`src/rtl/sram_type_pkg.sv`:
```
// Shared SRAM macro types, controller FSM states and the read-latency helper
// used by the TCDM-to-SRAM controller.
package sram_type_pkg;

  typedef enum logic {
    TYPE2_HS,
    TYPE2_HD
  } type2_e;

  typedef enum logic {
    WMASK_ENABLE,
    WMASK_DISABLE
  } wmask_e;

  typedef enum logic [1:0] {
    IDLE,
    RMW_WAIT,
    RMW_WR
  } rmw_state_e;

  // High-density macros need one extra cycle before read data appears.
  function automatic int unsigned rd_lat(type2_e t);
    return (t == TYPE2_HD) ? 32'd2 : 32'd1;
  endfunction

endpackage

```
`src/rtl/tcdm_sram_rsp_pipe.sv`:
```
// Response delay line: carries "a response is due" and "it was a read" flags
// DEPTH cycles from grant to rvalid.
module tcdm_sram_rsp_pipe #(
  parameter int unsigned DEPTH = 1
) (
  input  logic clk_i,
  input  logic rst_i,
  input  logic push_valid_i,
  input  logic push_read_i,
  output logic valid_o,
  output logic read_o
);

  logic [DEPTH-1:0] valid_q;
  logic [DEPTH-1:0] read_q;

  always_ff @(posedge clk_i) begin
    if (rst_i) begin
      valid_q <= '0;
      read_q  <= '0;
    end else begin
      valid_q[0] <= push_valid_i;
      read_q[0]  <= push_read_i;
      for (int i = 1; i < DEPTH; i++) begin
        valid_q[i] <= valid_q[i-1];
        read_q[i]  <= read_q[i-1];
      end
    end
  end

  assign valid_o = valid_q[DEPTH-1];
  assign read_o  = read_q[DEPTH-1];

endmodule

```
`src/rtl/tcdm_sram_ctrl.sv`:
```
// TCDM slave port in front of a single-port SRAM macro, with read-modify-write
// for partial writes on macros without bit masks. Define TCDM_SRAM_CTRL_PERF_EN
// to add saturating read/write/RMW counters.
module tcdm_sram_ctrl
  import sram_type_pkg::*;
#(
  parameter int unsigned ADDR_W = 10,
  parameter int unsigned DATA_W = 32,
  parameter type2_e      TYPE2  = TYPE2_HS,
  parameter wmask_e      WMASK  = WMASK_ENABLE
) (
  input  logic                clk_i,
  input  logic                rst_i,
`ifdef TCDM_SRAM_CTRL_PERF_EN
  output logic [31:0]         cnt_rd_o,
  output logic [31:0]         cnt_wr_o,
  output logic [31:0]         cnt_rmw_o,
`endif
  input  logic                req_i,
  output logic                gnt_o,
  input  logic [ADDR_W-1:0]   addr_i,
  input  logic                we_i,
  input  logic [DATA_W/8-1:0] be_i,
  input  logic [DATA_W-1:0]   wdata_i,
  output logic                rvalid_o,
  output logic [DATA_W-1:0]   rdata_o,
  output logic                sram_csn_o,
  output logic                sram_wen_o,
  output logic [DATA_W-1:0]   sram_bwen_o,
  output logic [ADDR_W-1:0]   sram_a_o,
  output logic [DATA_W-1:0]   sram_d_o,
  input  logic [DATA_W-1:0]   sram_q_i
);

  localparam int unsigned RD_LAT = rd_lat(TYPE2);
  localparam int unsigned BE_W   = DATA_W / 8;
  localparam int unsigned CNT_W  = $clog2(RD_LAT + 1);

  rmw_state_e        state_q, state_d;
  logic [CNT_W-1:0]  wait_q, wait_d;
  logic [ADDR_W-1:0] rmw_addr_q;
  logic [BE_W-1:0]   rmw_be_q;
  logic [DATA_W-1:0] rmw_wdata_q;
  logic [DATA_W-1:0] rmw_data_q;
  logic [DATA_W-1:0] be_mask, rmw_mask;

  logic gnt, mask_off, is_rmw, is_skip;
  logic pipe_valid, pipe_read;

  assign mask_off = (WMASK == WMASK_DISABLE);
  assign gnt      = req_i && (state_q == IDLE) && !rst_i;
  assign is_rmw   = gnt && we_i && mask_off && !(&be_i) && (|be_i);
  assign is_skip  = gnt && we_i && mask_off && !(|be_i);
  assign gnt_o    = gnt;

  always_comb begin
    be_mask  = '0;
    rmw_mask = '0;
    for (int i = 0; i < BE_W; i++) begin
      be_mask[8*i +: 8]  = {8{be_i[i]}};
      rmw_mask[8*i +: 8] = {8{rmw_be_q[i]}};
    end
  end

  // An RMW reads in the grant cycle, waits RD_LAT cycles for the data, then
  // writes the merged word; the write is suppressed if reset lands on it.
  always_comb begin
    state_d     = state_q;
    wait_d      = wait_q;
    sram_csn_o  = 1'b1;
    sram_wen_o  = 1'b1;
    sram_a_o    = addr_i;
    sram_d_o    = wdata_i;
    sram_bwen_o = mask_off ? '0 : ~be_mask;
    case (state_q)
      IDLE: begin
        if (gnt && !is_skip) begin
          sram_csn_o = 1'b0;
          sram_wen_o = is_rmw ? 1'b1 : ~we_i;
        end
        if (is_rmw) begin
          state_d = RMW_WAIT;
          wait_d  = CNT_W'(1);
        end
      end
      RMW_WAIT: begin
        if (wait_q == CNT_W'(RD_LAT)) state_d = RMW_WR;
        else                          wait_d  = wait_q + CNT_W'(1);
      end
      RMW_WR: begin
        sram_csn_o  = rst_i;
        sram_wen_o  = rst_i;
        sram_a_o    = rmw_addr_q;
        sram_d_o    = rmw_data_q;
        sram_bwen_o = '0;
        state_d     = IDLE;
      end
      default: state_d = IDLE;
    endcase
  end

  always_ff @(posedge clk_i) begin
    if (rst_i) begin
      state_q <= IDLE;
      wait_q  <= '0;
    end else begin
      state_q <= state_d;
      wait_q  <= wait_d;
    end
  end

  always_ff @(posedge clk_i) begin
    if (is_rmw) begin
      rmw_addr_q  <= addr_i;
      rmw_be_q    <= be_i;
      rmw_wdata_q <= wdata_i;
    end
    if (state_q == RMW_WAIT && wait_q == CNT_W'(RD_LAT))
      rmw_data_q <= (sram_q_i & ~rmw_mask) | (rmw_wdata_q & rmw_mask);
  end

  tcdm_sram_rsp_pipe #(
    .DEPTH (RD_LAT)
  ) u_rsp_pipe (
    .clk_i        (clk_i),
    .rst_i        (rst_i),
    .push_valid_i (gnt && !is_rmw),
    .push_read_i  (gnt && !we_i),
    .valid_o      (pipe_valid),
    .read_o       (pipe_read)
  );

  assign rvalid_o = !rst_i && (pipe_valid || state_q == RMW_WR);
  assign rdata_o  = (!rst_i && pipe_valid && pipe_read) ? sram_q_i : '0;

`ifdef TCDM_SRAM_CTRL_PERF_EN
  always_ff @(posedge clk_i) begin
    if (rst_i) begin
      cnt_rd_o  <= '0;
      cnt_wr_o  <= '0;
      cnt_rmw_o <= '0;
    end else begin
      if (gnt && !we_i && cnt_rd_o != '1) cnt_rd_o  <= cnt_rd_o + 32'd1;
      if (gnt && we_i && cnt_wr_o != '1)  cnt_wr_o  <= cnt_wr_o + 32'd1;
      if (is_rmw && cnt_rmw_o != '1)      cnt_rmw_o <= cnt_rmw_o + 32'd1;
    end
  end
`endif

endmodule
```
`config.mk`:
```
export PLATFORM = sky130hd
export DESIGN_NAME = tcdm_sram_ctrl
export DESIGN_NICKNAME = d
export VERILOG_FILES = /design/src/rtl/sram_type_pkg.sv /design/src/rtl/tcdm_sram_rsp_pipe.sv /design/src/rtl/tcdm_sram_ctrl.sv
export SDC_FILE = /design/constraint.sdc
export NUM_CORES = 1
export LEC_CHECK = 0
export BUFFER_PORTS_ARGS = -buffer_cell sky130_fd_sc_hd__buf_2
export CELL_PAD_IN_SITES_DETAIL_PLACEMENT = 0
export CELL_PAD_IN_SITES_GLOBAL_PLACEMENT = 1
export CORE_MARGIN = 1.5
export CORE_UTILIZATION = 16
export CTS_CLUSTER_SIZE = 25
export DETAILED_ROUTE_END_ITERATION = 7
export PLACE_DENSITY = 0.95
export SLEW_MARGIN = 30
export SYNTH_ARGS = -nofsm -noshare
export SYNTH_HDL_FRONTEND = slang
export SYNTH_SLANG_ARGS = --single-unit
```
`constraint.sdc`:
```
create_clock -name clk_i -period 2.5 [get_ports clk_i]
set_clock_uncertainty 0.15 [all_clocks]
set_input_delay 0.125 -clock clk_i [delete_from_list [all_inputs] [get_ports clk_i]]
set_output_delay 0.125 -clock clk_i [all_outputs]
set_load 0.02 [all_outputs]
```
==> results of run 1 <==
[timing repair]
action / in CTS / in global routing
hold buffers: 1 / 0
hold endpoints to repair: 1 / 0
setup buffers: 0 / 0
[cell type report]
type	count	area, sq um
Clock buffer	3	41.3
Fill cell	675	4890
Inverter	4	15.0
Multi-Input combinational cell	38	360
Sequential cell	2	40.0
Tap cell	75	93.8
Timing Repair Buffer	108	546
[state kept, by name, indices dropped and copies added, names as in the netlist]
register and cells:
u_rsp_pipe.valid_o 1, u_rsp_pipe.read_o 1
[through the flow]
step | total power [uW] | utilization
after floorplan | 245 | -
after global placement | 168 | 0.174
after detailed placement | 171 | 0.174
after CTS | 303 | 0.183
after global routing | 316 | 0.183
final | 297 | 0.183
[worst paths after layout]
path,cells after the start,from,end,slack (ns)
max,2,u_rsp_pipe.valid_o,rdata_o[20],0.66
min,2,req_i,u_rsp_pipe.valid_o,0.04
[synthesized netlist by cell type]
master,count
and4b_1,32
buf_2,6
buf_4,70
buf_6,3
clkbuf_2,1
dfxtp_1,2
inv_1,4
nand2b_1,1
nand3b_1,1
nor2b_1,3
nor3b_1,1
[worst max-delay path, delay by kind of cell (launching register included)]
family | cells | cell delay (ns)
buffers and inverters | 1 | 0.17
DFF | 1 | 0.85
and+or+nand+nor | 1 | 0.33
[layer usage]
| layer | track usage | vias to the layer above | routed length, um |
|---|---|---|---|
| met1 | 0.0632 | 382 | 812 |
| met5 | 0 | - | 0 |
| met2 | 0.103 | 70 | 1220 |
| li1 | - | 419 | - |
| met4 | 0.0339 | 0 | 51 |
| met3 | 0.0143 | 14 | 237 |
[logic make-up after synthesis]
group / count (synthesis)
DFF: 2
buffers and inverters: 84
and+or+nand+nor: 38
[power by group through the flow]
stage	sequential (uW)	combinational, uW	clock, uW
after floorplan	35.2	210	0
after global placement	43.5	124	0
after detailed placement	44.4	126	0
after CTS	44.1	128	131
after global routing	45.5	138	133
final	43.9	126	127
==> out/metrics.yaml, run 1 <==
status:
  run_status: "completed"
pwr:
  comb_power_share: 0.425
  power_density_nw_per_um2: 271
  p_sw_frac: 0.365
  p_seq_frac: 0.148
  p_switching_uw: 108
  p_leak_uw: 0.000746
  clkPwrFrac: 0.427
  ir_worst_vdd_mv: 0.300
  intPower_uw: 189
setup_path:
  slowest_stage: "dfxtp_1"
  endpoint_kind: "output pin"
  cp-start-kind: "flop"
  cpPeakStageDelay_ns: 0.85
  path_class: "flop to output pin"
  crit_arrival_ns: 1.57
  crit_fanout: 33
  critical_path_required_ns: 2.23
  crit_chain: "and4b_1 > buf_2"
clock_network:
  cts_max_level: 1
  clock-root-buffer: "clkbuf_8"
  cts_sinks: 2
  post_cts_resized: 0
  clkTransAtPathRegs_ns: 0.03
  cts_buffers: 3
  cts_buffer_depth: 2
  tritoncts: "done"
timing:
  tightest_slew_ns: 0.838
  finalMaxSlewViolations: 0
  fin_ws_ns: 0.656
  fmax_mhz: 542
  finalHoldViolCount: 0
  tns_ns: 0
  fin_crit_sh: 0.738
  finalSetupViolations: 0
  timing.hold.ws_ns: 0.0366
  relSlewSlack: 0.440
  grt_setup_unrepaired: "no"
  layout_min_cycle_time_ns: 1.84
global_route:
  grt_overflow: 0
  grt_usage: 0.0586
  grt_pass1_wl_mm: 3.22
  grt_start_max_net_pins: 39
  first_global_vias: 760
  antenna_found_initial: 0
die:
  fp.dieH_um: 82.4
  num_io_pins: 192
  die_area_sq_um: 6800
  coreArea_sq_um: 5990
  start_util: 0.169
  die_x_um: 82.4
  rows: 28
finish:
  antenna_cells: 0
  mostFrequentLayoutCells: "107 x buf_2, 32 x and4b_1, 4 x inv_1"
  final_common_cell: "buf_2"
  finalNonFillerCells: 230
  syn_to_final_growth_pct: 8.55
  finish.instance_area_sq_um: 1100
  nNetsFinal: 239
  drive_above_1_share: 0.710
yosys:
  synth_xor_area_frac: 0
  ys_top_cells_by_area: "buf_4 52%, and4b_1 32%, dfxtp_1 4.0%"
  synth-seq-cells: 2
  yosysSeqAreaShare: 0.0397
  yosys.cell_types.count: 11
  avgSynthCellArea_sq_um: 8.14
  synth_compound_area_frac: 0
  synth_area_leader_cell: "buf_4"
  yosys.area_share.adder: 0
  syn_inst: 124
  synth_top_family_by_area: "buffers and inverters"
  synth.cell_area_sq_um: 1010
  synth_nets: 206
  yosys.area.top_type_share: 0.520
  synth_simple_gate_area_frac: 0.357
  synthMuxAreaShare: 0
  synth_warnings: 0
drt:
  first_pass_iters: 3
  vias_per_cell: 3.85
  drtIter0Drc: 22
  wirelength_mm: 2.32
  drc_errors: 0
  ant_nets: 0
  vias: 885
  wl_per_cell_um: 10.1
placement:
  dpl_worst_slack_ns: 0.862
  place_congestion: 0.719
  io_buffers: 107
  dpl_cell_area_sq_um: 1040
  hpwlAfterDp_mm: 1.77
  dpl.cell_count: 226
worst_hold_path:
  hold_class: "input pin to flop"
job:
  drv_cap: 0
Power figures use the tool's default switching activity.
==> run 2: changes to the inputs <==
--- a/config.mk
+++ b/config.mk
@@ -9,10 +9,10 @@
 export CELL_PAD_IN_SITES_DETAIL_PLACEMENT = 0
 export CELL_PAD_IN_SITES_GLOBAL_PLACEMENT = 1
 export CORE_MARGIN = 1.5
-export CORE_UTILIZATION = 16
+export CORE_UTILIZATION = 14
 export CTS_CLUSTER_SIZE = 25
 export DETAILED_ROUTE_END_ITERATION = 7
-export PLACE_DENSITY = 0.95
+export PLACE_DENSITY = 0.87
 export SLEW_MARGIN = 30
 export SYNTH_ARGS = -nofsm -noshare
 export SYNTH_HDL_FRONTEND = slang
==> constraint.sdc (replaced) <==
create_clock -name clk_i -period 1.7 [get_ports clk_i]
set_clock_uncertainty 0.15 [all_clocks]
set_input_delay 0.085 -clock clk_i [delete_from_list [all_inputs] [get_ports clk_i]]
set_output_delay 0.085 -clock clk_i [all_outputs]
set_load 0.02 [all_outputs]
==> out/metrics.yaml, run 2 (same netlist as run 1, synthesis figures left out) <==
global_route:
  first_global_vias: 707
  antenna_found_initial: 0
  grt_usage: 0.0504
  grt_pass1_wl_mm: 3.06
  grt_start_max_net_pins: 39
  grt_overflow: 0
finish:
  mostFrequentLayoutCells: "107 x buf_2, 32 x and4b_1, 4 x inv_1"
  finish.instance_area_sq_um: 1150
  multiInputGateArea_sq_um: 360
  syn_to_final_growth_pct: 13.9
  antenna_cells: 0
  drive_above_1_share: 0.713
  seq_area_sq_um: 40.0
  fillers: 784
  nNetsFinal: 241
  final_common_cell: "buf_2"
drt:
  drc_errors: 0
  drtIter0Drc: 5
  ant_nets: 0
  wirelength_mm: 2.30
  vias: 892
  first_pass_iters: 2
  vias_per_cell: 3.53
  wl_per_cell_um: 9.08
die:
  coreArea_sq_um: 6870
  fp.dieH_um: 87.9
  die_x_um: 87.9
  rows: 30
  num_io_pins: 192
  start_util: 0.147
  die_area_sq_um: 7730
placement:
  place_congestion: 0.623
  io_buffers: 107
  dpl_cell_area_sq_um: 1100
  hpwlAfterDp_mm: 1.84
setup_path:
  cp-start-kind: "flop"
  critPathBufInv: 2
  crit_chain: "buf_4 > and4b_1 > buf_2"
  crit_arrival_ns: 1.28
  cpPeakStageDelay_ns: 0.40
  path_class: "flop to output pin"
  slowest_stage: "dfxtp_1"
  crit_fanout: 27
  path_delay_family: "buffers and inverters"
  critical_path_required_ns: 1.46
  endpoint_kind: "output pin"
timing:
  layout_min_cycle_time_ns: 1.51
  relSlewSlack: 0.669
  tightest_slew_ns: 0.496
  fin_crit_sh: 0.890
  finalSetupViolations: 0
  grt_setup_unrepaired: "no"
  tns_ns: 0
  fmax_mhz: 661
  finalHoldViolCount: 0
  finalMaxSlewViolations: 0
pwr:
  p_switching_uw: 155
  comb_power_share: 0.464
  clkPwrFrac: 0.415
  power_density_nw_per_um2: 380
  p_seq_frac: 0.122
  p_leak_uw: 0.000759
  intPower_uw: 282
  ir_worst_vdd_mv: 0.442
  p_sw_frac: 0.355
clock_network:
  cts_buffer_depth: 2
  post_cts_resized: 0
  cts_hold_buf: 1
  clkTransAtPathRegs_ns: 0.03
  tritoncts: "done"
  cts_max_level: 1
  clock-root-buffer: "clkbuf_8"
  cts_buffers: 3
  postCtsSetupBuffers: 0
  cts_sinks: 2
status:
  run_status: "completed"
worst_hold_path:
  hold_class: "input pin to flop"
job:
  drv_cap: 0
==> run 2: cell count changes in the layout (fill, tap and decap cells not counted), sizes merged <==
cell / delta
buf: +2
==> run 2: area by class of cell <==
type,instances,area share
clock buffer,3,0.0359
sequential,2,0.0348
multi-input combinational,38,0.313
tap,96,0.104
timing repair buffer,110,0.498
inverter,4,0.0131
==> run 2: power groups by stage <==
stage	Clock, uW	Sequential (uW)	Combinational (uW)
after floorplan	0	51.8	308
after global placement	0	53.6	202
after detailed placement	0	54.0	204
after CTS	187	53.4	206
after global routing	201	53.8	222
final	181	53.3	203
==> run 2: routing by layer <==
layer | GRT usage | routed length [um]
met5 | 0 | 0
met2 | 0.0937 | 1110
met4 | 0.0216 | 31
met3 | 0.0198 | 306
met1 | 0.0491 | 846
==> run 2: final timing paths <==
check	from	end	slack, ns	cells after the start
worst max-delay path	u_rsp_pipe.valid_o	rdata_o[5]	0.19	3
worst min-delay path	req_i	u_rsp_pipe.valid_o	0.0002	2
==> run 2: stage by stage <==
step | setup slack (ns) | util | hold slack (ns) | std cells | total power, uW
4_1_cts | 0.170 | 0.167 | 0.00155 | 253 | 446
6_report | 0.186 | 0.167 | 0.000157 | 253 | 437
2_1_floorplan | 0.613 | - | 0.0108 | 124 | 360
3_3_place_gp | 0.406 | 0.160 | 0.0201 | 249 | 255
5_1_grt | 0.0863 | 0.167 | 0.0200 | 253 | 477
3_5_place_dp | 0.387 | 0.160 | 0.0201 | 249 | 258
